File: src/rtl/adder_pipe_pkg.sv
// Shared types and sizing helpers for the pipelined ripple-carry adder.
package adder_pipe_pkg;

  localparam int DEF_BIT_WIDTH = 32;
  localparam int DEF_STAGES    = 4;

  // Per-rank control record; the partial sum sits beside it because its width is per instance.
  typedef struct packed {
    logic valid;
    logic carry;
  } stage_ctl_t;

  function automatic int chunk_w(input int bit_width, input int stages);
    return bit_width / stages;
  endfunction

endpackage

File: src/rtl/adder_pipe_stage.sv
// One pipeline rank: CHUNK_W-bit ripple add of a chunk plus incoming carry, registered with hold.
module adder_pipe_stage
  import adder_pipe_pkg::*;
#(
  parameter int CHUNK_W = 8
) (
  input  logic               clk,
  input  logic               n_rst,
  input  logic               en,
  input  logic               vld_i,
  input  logic [CHUNK_W-1:0] a,
  input  logic [CHUNK_W-1:0] b,
  input  logic               cin,
  output logic               vld_q,
  output logic               cout_q,
  output logic [CHUNK_W-1:0] psum_q
);

  stage_ctl_t       ctl_q;
  logic [CHUNK_W:0] full;

  assign full = {1'b0, a} + {1'b0, b} + {{CHUNK_W{1'b0}}, cin};

  // Data only moves for valid transactions so the output holds across bubbles.
  always_ff @(posedge clk or negedge n_rst) begin
    if (!n_rst) begin
      ctl_q  <= '0;
      psum_q <= '0;
    end else if (en) begin
      ctl_q.valid <= vld_i;
      if (vld_i) begin
        ctl_q.carry <= full[CHUNK_W];
        psum_q      <= full[CHUNK_W-1:0];
      end
    end
  end

  assign vld_q  = ctl_q.valid;
  assign cout_q = ctl_q.carry;

endmodule

File: src/rtl/adder_pipe_nbit.sv
// Pipelined unsigned adder {overflow,sum} = a + b + carry_in, STAGES ranks with valid/ready.
// Define ADDER_PIPE_ASSERT_EN to compile in simulation-only input and result checks.
module adder_pipe_nbit
  import adder_pipe_pkg::*;
#(
  parameter int BIT_WIDTH = DEF_BIT_WIDTH,
  parameter int STAGES    = DEF_STAGES
) (
  input  logic                 clk,
  input  logic                 n_rst,
  input  logic                 valid_in,
  output logic                 in_ready,
  input  logic [BIT_WIDTH-1:0] a,
  input  logic [BIT_WIDTH-1:0] b,
  input  logic                 carry_in,
  output logic                 valid_out,
  input  logic                 out_ready,
  output logic [BIT_WIDTH-1:0] sum,
  output logic                 overflow
);

  localparam int CW = chunk_w(BIT_WIDTH, STAGES);

  logic [STAGES:0] vld_pipe;
  logic            stall;
  logic            en;

  assign vld_pipe[0] = valid_in;
  assign valid_out   = vld_pipe[STAGES];
  assign stall       = valid_out & ~out_ready;
  assign in_ready    = ~stall;
  assign en          = ~stall;

  // Rank k sees operand chunks k.. right-aligned in opa/opb and carries sum chunks 0..k in acc.
  for (genvar k = 0; k < STAGES; k++) begin : g_rank
    logic [(STAGES-k)*CW-1:0] opa;
    logic [(STAGES-k)*CW-1:0] opb;
    logic                     cin;
    logic                     cout;
    logic [CW-1:0]            psum;
    logic [(k+1)*CW-1:0]      acc;

    if (k == 0) begin : g_first
      assign opa = a;
      assign opb = b;
      assign cin = carry_in;
      assign acc = psum;
    end else begin : g_next
      logic [k*CW-1:0] lo;

      // Skew: upper operand chunks advance alongside the previous rank.
      always_ff @(posedge clk or negedge n_rst) begin
        if (!n_rst) begin
          opa <= '0;
          opb <= '0;
        end else if (en && vld_pipe[k-1]) begin
          opa <= g_rank[k-1].opa[(STAGES-k+1)*CW-1:CW];
          opb <= g_rank[k-1].opb[(STAGES-k+1)*CW-1:CW];
        end
      end

      // De-skew: finished low chunks travel with this rank's result.
      always_ff @(posedge clk or negedge n_rst) begin
        if (!n_rst) begin
          lo <= '0;
        end else if (en && vld_pipe[k]) begin
          lo <= g_rank[k-1].acc;
        end
      end

      assign cin = g_rank[k-1].cout;
      assign acc = {psum, lo};
    end

    adder_pipe_stage #(.CHUNK_W(CW)) u_stage (
      .clk    (clk),
      .n_rst  (n_rst),
      .en     (en),
      .vld_i  (vld_pipe[k]),
      .a      (opa[CW-1:0]),
      .b      (opb[CW-1:0]),
      .cin    (cin),
      .vld_q  (vld_pipe[k+1]),
      .cout_q (cout),
      .psum_q (psum)
    );
  end

  assign sum      = g_rank[STAGES-1].acc;
  assign overflow = g_rank[STAGES-1].cout;

`ifdef ADDER_PIPE_ASSERT_EN
  if (BIT_WIDTH % STAGES != 0) begin : g_bad_cfg
    $fatal(1, "BIT_WIDTH must be a multiple of STAGES");
  end

  logic [BIT_WIDTH:0] gold_q[$];

  always @(posedge clk or negedge n_rst) begin
    if (!n_rst) begin
      gold_q.delete();
    end else begin
      if (valid_in && $isunknown({a, b, carry_in}))
        $error("input not a digital logic value");
      if (valid_out && out_ready) begin
        if (gold_q.size() == 0 || {overflow, sum} !== gold_q[0])
          $error("result differs from golden model");
        if (gold_q.size() != 0) void'(gold_q.pop_front());
      end
      if (valid_in && in_ready)
        gold_q.push_back({1'b0, a} + {1'b0, b} + {{BIT_WIDTH{1'b0}}, carry_in});
    end
  end
`else
  // Checks compiled out; the synthesised datapath is the same.
`endif

endmodule
File: config.mk
export PLATFORM = sky130hd
export DESIGN_NAME = adder_pipe_nbit
export DESIGN_NICKNAME = d
export VERILOG_FILES = /design/src/rtl/adder_pipe_pkg.sv /design/src/rtl/adder_pipe_stage.sv /design/src/rtl/adder_pipe_nbit.sv
export SDC_FILE = /design/constraint.sdc
export NUM_CORES = 1
export LEC_CHECK = 0
export BUFFER_PORTS_ARGS = -buffer_cell sky130_fd_sc_hd__buf_2
export CORE_UTILIZATION = 45
export CTS_CLUSTER_SIZE = 25
export DETAILED_ROUTE_END_ITERATION = 7
export PLACE_DENSITY_LB_ADDON = 0.08
export SLEW_MARGIN = 10
export SYNTH_ARGS = -nofsm -noshare
export SYNTH_HDL_FRONTEND = slang
export SYNTH_SLANG_ARGS = --single-unit
File: constraint.sdc
create_clock -name clk -period 2.8 [get_ports clk]
set_input_delay 0.14 -clock clk [delete_from_list [all_inputs] [get_ports clk]]
set_output_delay 0.14 -clock clk [all_outputs]
set_load 0.01 [all_outputs]
After elaboration in Yosys (flattened, before gate mapping). Cells that the tools add are included.

Flip-flop bits (word level): 184. Input port bits: 69. Output and inout port bits: 35. Word-level logic and storage cells: 40.

Add/subtract/negate cells: 8. Bitwise logic cells: 3. Reductions and logical operators: 8.

Operators with widths (count): $add A8 B8 Y9 (4); $add A9 B1 Y9 (4); $reduce_and A2 Y1 (4); $logic_and A1 B1 Y1 (4); $not A1 Y1 (2); $and A1 B1 Y1 (1).

Depth between registers and ports, before layout.
Word-level depth: 4. Gate-level depth with buffers: 8. Mapped depth without buffers: 6.

Modules after synthesis. Synthesis repeated with hierarchy kept, for this count alone.

Cells, all modules: 583. Area, all modules: 8298.0 µm².

Modules (own cells, without submodules): adder_pipe_nbit (times used 1, cells each 307, area each 5440.2 µm², sequential area each 3603.5 µm²); adder_pipe_stage (g_rank[2].u_stage ...) (times used 2, cells each 68, area each 728.2 µm², sequential area each 250.2 µm²); adder_pipe_stage (g_rank[0].u_stage ...) (times used 2, cells each 70, area each 700.7 µm², sequential area each 250.2 µm²).

Least setup slack after synthesis. Ideal clock, no wire load.

Path kind: flip-flop to flip-flop. From: reg g_rank[2].u_stage.ctl_q, in the netlist g_rank[2].u_stage.cout_q. To: reg g_rank[3].u_stage.ctl_q, in the netlist g_rank[3].u_stage.cout_q. Setup time: 124 ps. Arrival: 2109 ps. Required time: 2676 ps. Path slack: 567 ps. Cell stages (with the launch flop): 7. Buffers on the path: 0. Clock period less this slack: 2233 ps. Cells stage by stage: dfrtp_1 -> fa_1 -> fa_1 -> a21oi_1 -> o21ai_0 -> o31a_1 -> o31a_1.

Cells in the longest elaborated chain, start to end: 1.

RTL lines: start, declared (line adder_pipe_stage.sv:19) `stage_ctl_t ctl_q;`; $add A9 B1 Y9 (line adder_pipe_stage.sv:22) `assign full = {1'b0, a} + {1'b0, b} + {{CHUNK_W{1'b0}}, cin};`; end, declared (line adder_pipe_stage.sv:19).

Every way passes these cells. A chain may end at the register's enable or synchronous reset.

Worst setup path after layout.
From: reg g_rank[1].u_stage.ctl_q, in the netlist g_rank[1].u_stage.cout_q. To: reg g_rank[2].u_stage.ctl_q, in the netlist g_rank[2].u_stage.cout_q.

Cells in the longest elaborated chain, start to end: 1.

RTL lines (line): start, declared (adder_pipe_stage.sv:19); $add A9 B1 Y9 (adder_pipe_stage.sv:22).

Every way passes these cells.

==> results.md <==
- Run status: finished, final reports clean
- First-pass GRT wire length: 25700 um
- Initial antenna violation count: 0
- Worst path top cell family by delay: compound AO/OA/AOI/OAI gates
- Worst hold margin: 53.3 ps
- Die area: 18700 um2
- Initial DRT Pass Iterations: 4
- Crit Reg-Reg Startpoint: g_rank[1].u_stage.cout_q
- #FFs+latches synth: 184
- RSZ-0062 raised after global routing: false
- Vias per std cell: 5.23
- DP Cell Count: 902
- Placed cell areas: 8940 um2
- Post-synth ARST share: 1.00
- Largest net degree at the start of global routing: 85
- Final WS setup: 385 ps
- Fin crit period: 2410 ps
- Post-Syn Area: 8190 um2
- Final net count: 850
- Startpoint types: register
- CP startpoint: g_rank[1].u_stage.cout_q
- Worst reg2reg setup slack: 390 ps
- Share of post-route cells with drive strength above 1: 0.388
- Resize count post-CTS: 0
- FP Rows: 48
- Total GRT Usage: 0.177
- GRT overflow: 0
- Final wirelength: 15300 um
- Die Span X: 137 um
- Final std cells w/o fill: 983
- IO Port Bufs: 103
- DP HPWL: 10500 um
- CP Capture Type: register
- Vias in the first global route: 5350
- Final design area excluding fillers: 10000 um2
- Place WS: 416 ps
- Critical path class: register to register
- GPL Wtd Cong: 0.815
- Synth Flop Type: dfrtp_1
- Max cap viols: 0
- Sw Share: 0.329
- Hold_sp: valid_in
- Final antenna-violating net count: 0
- Number of DRC markers in iteration 0: 215
- Slowest stage cell, crit path: fa_1
- Multi-input combinational cell area: 3400 um2
- Starting Density: 0.467
- Fmax: 0.414 GHz
- Clock transition at path regs: 70 ps
- R2r endpoint: g_rank[2].u_stage.cout_q
- Final Hold Viols: 0
- Final Max Slew Viols: 0
- Net Switching: 0.00377 W
- Post-synth EDFFs: 0
- Cells after synthesis: 588
- Synth Warn #: 0
- # H-tree levels: 4
- Worst Reg-to-Reg Cells: 6
- Syn Nets: 693
- Fill cell count: 1464
- CTS Buf Count: 17
- Flop pwr share: 0.396
- Period utilization: 0.862
- CP Cell Sequence: fa_1, fa_1, a21oi_1, o21ai_0, o31a_1, o31a_1
- Comb pwr share: 0.390
- Vias: 5141
- Final setup violation count: 0
- Cell internal pwr: 0.00769 W
- DRC: 0
- Area Growth Syn to Fin: 22.6%
- Setup bufs post-CTS: 0
- Register Area: 4600 um2
- WHS Path Cells: 3
- CTS Buffer Depth: 2
- Relative slew slack: 0.476
- Ant. Diodes: 0
- Top fanout value on the critical path: 3
- Netlist cell types: 43
- Synthesized area per cell: 13.9 um2
- Setup_tns: 0 ps
- Die Ht: 137 um
- Worst hold path class: input pin to register
- Worst endpoint required time: 3110 ps
- Clock skew: 10.4 ps
- Wire per inst: 15.5 um
- Power share of the clock group: 0.215
- Skew-Pair Late Insertion Delay: 430 ps
- Power Density: 1140 nW/um2
- Clock Tree Root: clkbuf_16
- Register area share after synthesis: 0.562
- Critical Path AT: 2730 ps
- Sinks on Clock Net: 184
- Worst VDD drop: 0.543 mV
- Core box area: 17500 um2
- I/O pin total: 104
- CTS tree: yes
- Largest stage delay on the critical path: 500 ps
- Slew @ Worst Pin: 786 ps
- Hold Path End: g_rank[0].u_stage.cout_q
- Bufs and invs on worst path: 0
- Leakage: 4.47 nW
==> registers in the layout, summed over array words and instances (netlist names) <==
signal and cells:
g_rank.g_next.lo 48, g_rank.opa 48, g_rank.opb 48, g_rank.u_stage.cout_q 4, g_rank.u_stage.psum_q 32, g_rank.u_stage.vld_q 4
==> Yosys cell counts, types with 2 or more instances <==
cell type,instances,area share
nand2_1,27,0.012
nor2_1,10,0.0046
a211oi_1,11,0.010
nand2_4,3,0.0041
nand4_1,3,0.0023
mux2_2,148,0.20
a21o_1,5,0.0046
dfrtp_1,184,0.56
o211ai_1,11,0.010
o31a_1,9,0.0096
clkbuf_1,2,0.00092
nand3_1,3,0.0018
a221oi_1,3,0.0032
o21a_1,7,0.0064
mux2_1,4,0.0055
nand3b_1,3,0.0027
nor2b_1,3,0.0023
ha_1,28,0.043
buf_6,2,0.0027
fa_1,8,0.020
o31ai_1,11,0.010
or4b_1,3,0.0037
buf_4,5,0.0046
or3_1,4,0.0031
nor3_1,3,0.0018
nor4b_1,6,0.0064
o21ai_0,28,0.017
xor2_1,2,0.0021
a2111o_1,3,0.0041
o22a_1,3,0.0032
a21oi_1,9,0.0055
xnor2_1,5,0.0053
inv_1,12,0.0055
buf_2,11,0.0067
==> final cells by class <==
type | instances | share of cell area
clock inverter | 10 | 0.0141
clock buffer | 22 | 0.0472
multi-input combinational | 370 | 0.339
inverter | 13 | 0.00498
timing repair buffer | 159 | 0.109
tap | 225 | 0.0280
sequential | 184 | 0.459
==> power by group through the flow <==
stage / Combinational (W) / Clock, W / Sequential, W
floorplan: 0.00336 / 0 / 0.00448
global placement: 0.00433 / 0 / 0.00455
detailed placement: 0.00445 / 0 / 0.00460
CTS: 0.00453 / 0.00253 / 0.00456
global route: 0.00501 / 0.00263 / 0.00470
finish: 0.00447 / 0.00246 / 0.00454
==> stage by stage <==
step                       util  power (W)
after global routing      0.573     0.0123
final                     0.573     0.0115
after floorplan               -    0.00784
after CTS                 0.573     0.0116
after detailed placement  0.510    0.00905
after global placement    0.510    0.00889
==> kinds of logic after synthesis <==
family | Yosys count | synth area share
DFF | 184 | 0.562
muxes | 152 | 0.209
AOI/OAI and AO/OA | 102 | 0.0858
and+or+nand+nor | 73 | 0.0499
adders and majority gates | 36 | 0.0623
buffers and inverters | 34 | 0.0235
xor gates and xnor gates | 7 | 0.00748
==> per-layer routing <==
metal  vias up  track usage  routed length [um]
li1       2479            -                   -
met1      2556        0.230                7180
met2        89        0.293                7420
met3        17       0.0341                 404
met4         0       0.0690                 255
met5         -            0                   0
==> worst max path at each step <==
stage / depth (start not counted) / endpoint / slack [ps]
6_report: 6 / g_rank[2].u_stage.cout_q / 390
4_1_cts: 6 / g_rank[1].u_stage.cout_q / 400
5_1_grt: 6 / g_rank[1].u_stage.cout_q / 260
3_5_place_dp: 6 / g_rank[3].u_stage.cout_q / 420
3_3_place_gp: 6 / g_rank[2].u_stage.cout_q / 460
2_1_floorplan: 6 / g_rank[3].u_stage.cout_q / 570
==> what timing repair did <==
action | CTS | global route
setup endpoints to repair | 0 | 0
hold buffers | 49 | 0
hold endpoints to repair | 130 | 0
==> cell usage in the layout, fill, tap and decap left out, types with 3 or more instances in the layout <==
cell | synthesis | layout
nand2_4 | 3 | 3
clkbuf_8 | 0 | 3
buf_2 | 11 | 102
a2111o_1 | 3 | 3
a221oi_1 | 3 | 3
o21ai_0 | 28 | 28
inv_1 | 12 | 12
a21oi_1 | 9 | 9
o31ai_1 | 11 | 11
fa_1 | 8 | 8
nand2_1 | 27 | 27
nand3_1 | 3 | 3
ha_1 | 28 | 28
a211oi_1 | 11 | 11
a21o_1 | 5 | 5
nor3_1 | 3 | 3
o31a_1 | 9 | 9
dlygate4sd3_1 | 0 | 49
clkinv_2 | 1 | 3
nand4_1 | 3 | 3
xnor2_1 | 5 | 5
nor4b_1 | 6 | 6
mux2_2 | 148 | 148
nor2_1 | 10 | 10
o22a_1 | 3 | 3
nor2b_1 | 3 | 3
mux2_1 | 4 | 4
o211ai_1 | 11 | 11
bufinv_16 | 0 | 3
dfrtp_1 | 184 | 184
clkbuf_16 | 0 | 17
buf_4 | 5 | 5
or3_1 | 4 | 4
or4b_1 | 3 | 3
nand3b_1 | 3 | 3
o21a_1 | 7 | 7
==> worst reg2reg max path, cell delays in order (launching register included) <==
cell	delay, ps
dfrtp_1	400
fa_1	500
fa_1	440
a21oi_1	250
o21ai_0	170
o31a_1	280
o31a_1	280
Power figures use the tool's default switching activity.
